File: src/rtl/instr_fetch.sv
`default_nettype none
// +-----------------------------------------------------------------------+
// | instr_fetch: PC walker + optional immediate gather for the CPU core.  |
// | Revision: 1.0                                                         |
// +-----------------------------------------------------------------------+
module instr_fetch #(
  parameter int                 ADDR_W   = 8,
  parameter logic [ADDR_W-1:0]  RESET_PC = '0,
  parameter logic [5:0]         HALT_OP  = 6'b111111
) (
  input  logic              clk,
  input  logic              rst,
  output logic              mem_rd,
  output logic [ADDR_W-1:0] mem_addr,
  input  logic [15:0]       mem_data,
  output logic [15:0]       instr,
  output logic [5:0]        opcode,
  output logic [15:0]       imm,
  output logic              instr_valid,
  input  logic              instr_ready,
  output logic [ADDR_W-1:0] pc_out,
  input  logic              branch_en,
  input  logic [ADDR_W-1:0] branch_target,
  output logic              halted
);

  typedef enum logic [2:0] {
    S_IDLE   = 3'd0,
    S_REQ_I  = 3'd1,
    S_CAP_I  = 3'd2,
    S_CAP_M  = 3'd3,
    S_ISSUE  = 3'd4,
    S_HALTED = 3'd5
  } state_t;

  state_t            state_q, state_d;
  logic [ADDR_W-1:0] pc_q, pc_d;
  logic [ADDR_W-1:0] pc_out_q, pc_out_d;
  logic [15:0]       instr_q, instr_d;
  logic [15:0]       imm_q, imm_d;

  always_comb begin
    state_d  = state_q;
    pc_d     = pc_q;
    pc_out_d = pc_out_q;
    instr_d  = instr_q;
    imm_d    = imm_q;
    case (state_q)
      S_IDLE: state_d = S_REQ_I;
      S_REQ_I: begin
        pc_out_d = pc_q;
        pc_d     = pc_q + ADDR_W'(1);
        state_d  = S_CAP_I;
      end
      S_CAP_I: begin
        instr_d = mem_data;
        if (mem_data[9]) begin
          pc_d    = pc_q + ADDR_W'(1);
          state_d = S_CAP_M;
        end else begin
          imm_d   = 16'h0000;
          state_d = S_ISSUE;
        end
      end
      S_CAP_M: begin
        imm_d   = mem_data;
        state_d = S_ISSUE;
      end
      S_ISSUE: begin
        if (instr_ready) begin
          state_d = (instr_q[15:10] == HALT_OP) ? S_HALTED : S_REQ_I;
        end
      end
      S_HALTED: state_d = S_HALTED;
      default:  state_d = S_IDLE;
    endcase
    // A redirect overrides everything, including an accept in the same cycle.
    if (branch_en) begin
      pc_d    = branch_target;
      state_d = S_REQ_I;
    end
  end

  always_ff @(posedge clk or negedge rst) begin
    if (!rst) begin
      state_q  <= S_IDLE;
      pc_q     <= RESET_PC;
      pc_out_q <= '0;
      instr_q  <= 16'h0000;
      imm_q    <= 16'h0000;
    end else begin
      state_q  <= state_d;
      pc_q     <= pc_d;
      pc_out_q <= pc_out_d;
      instr_q  <= instr_d;
      imm_q    <= imm_d;
    end
  end

  // The immediate read is issued from CAP_I while the opcode word arrives.
  assign mem_rd      = (state_q == S_REQ_I) || ((state_q == S_CAP_I) && mem_data[9]);
  assign mem_addr    = pc_q;
  assign instr_valid = (state_q == S_ISSUE);
  assign halted      = (state_q == S_HALTED);
  assign instr       = instr_q;
  assign opcode      = instr_q[15:10];
  assign imm         = imm_q;
  assign pc_out      = pc_out_q;

endmodule
`default_nettype wire

File: config.mk
export PLATFORM = sky130hd
export DESIGN_NAME = instr_fetch
export DESIGN_NICKNAME = d
export VERILOG_FILES = /design/src/rtl/instr_fetch.sv
export SDC_FILE = /design/constraint.sdc
export NUM_CORES = 1
export LEC_CHECK = 0
export CORE_MARGIN = 1.5
export CORE_UTILIZATION = 43
export CTS_CLUSTER_DIAMETER = 80
export DETAILED_ROUTE_END_ITERATION = 6
export PLACE_DENSITY_LB_ADDON = 0.12
export SETUP_SLACK_MARGIN = 0.15
export SYNTH_ARGS = -nofsm -noshare
export SYNTH_HDL_FRONTEND = slang
export SYNTH_SLANG_ARGS = --single-unit
File: constraint.sdc
create_clock -name clk -period 1.9 [get_ports clk]
set_input_delay 0.38 -clock clk [delete_from_list [all_inputs] [get_ports clk]]
set_output_delay 0.38 -clock clk [all_outputs]
set_load 0.1 [all_outputs]
======== Word level (Yosys, flattened, before mapping) ========
Cells that the tools add are included.
word-level totals
  latch bits .............................. 0
  output and inout bits ................... 57
  flip-flop bits (word level) ............. 51
  word-level logic and storage cells ...... 32
  bits in read-only memories .............. 0
  memories kept ........................... 0
  RAM bits ................................ 0
operators by class
  eq/ne operators ......................... 9
  muxes and demuxes ....................... 10
  $mul .................................... 0
  add/subtract/negate cells ............... 1
  bitwise logic cells ..................... 0
  reduce and logical (&&, ||, !) cells .... 7
  shift operators ......................... 0
  divide/modulo/power cells ............... 0
  $lt $le $gt $ge ......................... 0
operators with widths
  kind                                                                      number
  16-bit case mux with 2 select lines                                       1
  3-bit case mux with 6 select lines                                        1
  16-bit two-way mux                                                        1
  8-bit two-way mux                                                         2
  8-bit case mux with 2 select lines                                        1
  3-bit two-way mux                                                         4
  8-bit by 1-bit adder with 8-bit output (second input constant)            1
  3-bit by 2-bit == test with 1-bit output (second input constant)          2
  3-bit == test (second input constant)                                     2
  6-bit == test (second input constant)                                     1
  2-bit AND reduction                                                       2
  3-bit by 1-bit == test with 1-bit output (second input constant)          1
  3-bit logical NOT                                                         1
  3-bit by 1-bit inequality test with 1-bit output (second input constant)  1
  3-bit inequality test (second input constant)                             1
  3-bit nonzero test                                                        1
  2-bit inequality test (second input constant)                             1
  2-bit nonzero test                                                        1
  1-bit logical AND                                                         1
  1-bit logical OR                                                          1

======== Depth between registers and ports, before layout ========
  depth after elaboration ................. 5
  gate-level depth with buffers ........... 5
  gate-level depth less buffers ........... 5

======== Least setup slack after synthesis ========
No wires, ideal clock.
  path type ............................... reg2reg
  from .................................... reg pc_q[2] (netlist: mem_addr[2])
  to ...................................... reg pc_q[7] (netlist: mem_addr[7])
  arrival ................................. 1.980 ns
  stages on the path, launching flop included .. 5
  required time ........................... 1.775 ns
  library setup time ...................... 0.125 ns
  setup slack ............................. -0.205 ns
  cell sequence ........................... dfrtp_1 nand4b_1 a2111oi_4 xor2_1 mux2_2
on the way
  cells in the longest elaborated chain, start to end .. 4
RTL lines
  element                                   RTL line  source
  from (decl)                               37        logic [ADDR_W-1:0] pc_q, pc_d;
  from (signal assigned)                    93        pc_q <= pc_d;
  8-bit by 1-bit adder with 8-bit output *  52, 58
  8-bit two-way mux                         57        if (mem_data[9]) begin
  8-bit case mux with 2 select lines *      48        case (state_q)
  8-bit two-way mux *                       78        if (branch_en) begin
Every way passes the cells marked *; elsewhere a longest branch is shown, timed or not. The select of a mux whose other input is x is not followed.
A chain may end at the register's enable or synchronous reset.

======== Worst setup path in the final report ========
  from .................................... reg state_q[0]
  to ...................................... out mem_rd
on the way
  cells in the longest elaborated chain, start to end .. 3
RTL lines
  element                                   RTL line  source
  from (decl)                               36        state_t state_q, state_d;
  from (signal assigned)                    92        state_q <= state_d;
  3-bit by 2-bit == test with 1-bit output  101       assign mem_rd = (state_q == S_REQ_I) || ((state_q == S_CAP_I) && mem_data[9]);
  1-bit logical AND                         101
  1-bit logical OR *                        101
  to (decl)                                 13        output logic mem_rd,
Every way passes the cells marked *; elsewhere a longest branch is shown, timed or not.

==> reports/summary.txt <==
Status: finished, violations left
Failing checks: negative hold slack
Initial Util: 0.457
Synth Area in Compound Gates: 0.120
Primary FF master, synth: dfrtp_1
Vias in the first global route: 1,713
Final Max Tran Viols: 0
Pre-antenna DRT Iters: 4
Layout cells sized above 1: 0.518
Multiplexer share of the synthesized area: 0.153
Max stage delay on crit path: 440 ps
Gpl congestion: 0.783
Die W: 74.8 um
Fraction of the mapped netlist area in simple logic gates: 0.0712
Syn Area/Cell: 13.9 sq um
EDFF count, synth: 0
# rows: 25
Hold WC Path Type: input pin to asynchronous set/reset pin
TritonCTS buffer count: 5
CP cell instances: nand3b_4, a21oi_4, buf_6, buf_12
Adder and majority gate portion of the synthesized area: 0.00565
Post-route DRC: 0
MaxCap Viol Count: 0
Hold WS: -6.24 ps
CP delay by family, top: flip-flops
Post-Synth XOR/XNOR Area: 0.0277
WP data arrival: 1380 ps
Root Driver: clkbuf_8
Grt ovf: 0
Core area: 0.00485 sq mm
Final HPWL DP: 4020 um
Fin nets: 283
First-pass GRT wire length: 8360 um
#FFs+latches synth: 51
Crit-path max FO: 3
Worst-margin pin slew: 455 ps
Clock Tree Buf Depth: 2
RSZ-0062 raised after global routing: yes
WP buf/inv: 2
1st-iter DRT viols: 88
Die footprint: 0.00559 sq mm
Crit end category: output port
Setup TNS: 0 ps
Met1 GRT Util: 0.253
Post-synthesis async set-or-reset flop share: 1.00
Fmax: 0.569 GHz
DIE HEIGHT: 74.8 um
Antenna Diode Count: 0
Tmin final: 1760 ps
Fill cell count: 314
Layout area overhead: 57.7%
Sequential share of the synthesized area: 0.576
Relative slew slack: 0.697
CP Data Required Time: 1520 ps
Largest net degree at the start of global routing: 35
GRT busiest layer: met2
Clk_lat worst skew: 300 ps
Met3 GRT Util: 0.0469
Routed vias: 1,650
CTS tree: yes
Cells after synthesis: 159
Largest family of logic cells by synthesized area: multiplexers
Num ports: 85
CTS Sinks: 51
Final setup violation count: 0
Initial antenna violation count: 0
GR Layer Usage met2: 0.350
Syn_nets: 188
Ys Warns: 0
Slowest cell on crit path: dfrtp_2
Critical path type: register to output port
Mapped cell area: 0.00221 sq mm
IO Port Bufs: 84
Final wirelength: 5300 um
CTS clk-pin slew, worst paths: 90 ps
GRT Util Overall: 0.203
Fin. Hold Viols: 5
H-tree depth: 2
Fin crit share: 0.925
Yosys cell types: 34
ANT nets after route: 0
Vias per cell: 5.12
Startpoint types: register
Clock skew: 7.32 ps
WL per Instance: 16.5 um
-- cell usage after synthesis, types with 3 or more instances --
cell type,n,area share
dfrtp_1,51,0.58
mux2_2,30,0.15
a22o_1,15,0.059
buf_4,8,0.027
nand2_1,7,0.012
a211oi_1,4,0.014
o21ai_0,4,0.0090
xor2_1,4,0.016
inv_1,3,0.0051
xnor2_1,3,0.012
-- metrics by stage --
step                hold slack, ps  area (sq um)  cells  utilization  worst slack [ps]
floorplan                     84.4          2240    159            -              -126
detailed placement             336          3330    307        0.686              -158
CTS                           2.87          3480    321        0.718              71.2
global placement               328          3330    307        0.686              -118
finish                       -6.24          3490    322        0.721               142
global route                  19.5          3490    322        0.721              89.5
-- path summary, 6_finish.rpt --
check / start / endpoint / slack [ps] / depth (start not counted)
worst max register to register: state_q[1]$_DFFE_PN0P_ / pc_out[6]$_DFFE_PN0P_ / 240 / 4
min in group clk: instr[1]$_DFFE_PN0N_ / instr[1]$_DFFE_PN0N_ / 510 / 1
worst max-delay path: state_q[0]$_DFFE_PN0P_ / mem_rd / 140 / 4
worst min-delay path: rst / pc_out[4]$_DFFE_PN0P_ / -6 / 1
max in group asynchronous: rst / state_q[0]$_DFFE_PN0P_ / 1380 / 2
worst min register to register: instr[1]$_DFFE_PN0N_ / instr[1]$_DFFE_PN0N_ / 510 / 1
-- registers in the layout (all words and copies together), names as in the netlist --
| register | count |
|---|---|
| imm | 16 |
| mem_addr | 8 |
| instr | 16 |
| state_q | 3 |
| pc_out | 8 |
-- kinds of logic (layout without fill, tap and decap cells) --
| kind of cell | Yosys count | after routing |
|---|---|---|
| xor+xnor | 7 | 7 |
| simple gates | 24 | 24 |
| mux | 30 | 30 |
| buf+inv | 15 | 111 |
| compound gates | 31 | 31 |
| flops | 51 | 51 |
| fa+ha+maj | 1 | 1 |
-- placed cells by master (no fill, tap or decap), drive strengths merged, types with 2 or more instances in the layout --
master,instances
a22o,15
or2b,2
xor2,4
xnor2,3
nor2,3
a21oi,2
o21ai,5
a211oi,4
and2,2
nand2b,2
nand2,7
buf,74
nand3,2
dfrtp,51
mux2,30
clkbuf,7
inv,3
clkdlybuf4s50,25
-- repair_timing --
| action | 4_1_cts | 5_1_grt |
|---|---|---|
| pin swaps | 1 | 2 |
| endpoints found under the setup margin | 3 | 3 |
| buffers inserted | 6 | 1 |
| gates resized for setup | 4 | 4 |
| hold buffers | 0 | 0 |
-- layout make-up --
cell class	instances	area, sq um	area share
flip-flops and latches	51	1290	0.369
clock buffers	7	86.3	0.0247
well taps	67	83.8	0.0240
multi-input cells	93	853	0.244
clock inverters	1	5.00	0.00143
repair buffers	100	1170	0.334
inverters	3	11.3	0.00322
-- metal layers --
layer / up-vias / routed length [um] / part of all wire
met2: 51 / 2830 / 0.53
li1: 759 / - / -
met5: - / 0 / 0
met1: 834 / 2160 / 0.41
met3: 6 / 241 / 0.045
met4: 0 / 65 / 0.012
Power is left out: the tool's default activity adds up to more than one toggle a clock period on the data nets, which glitch-free logic cannot reach.
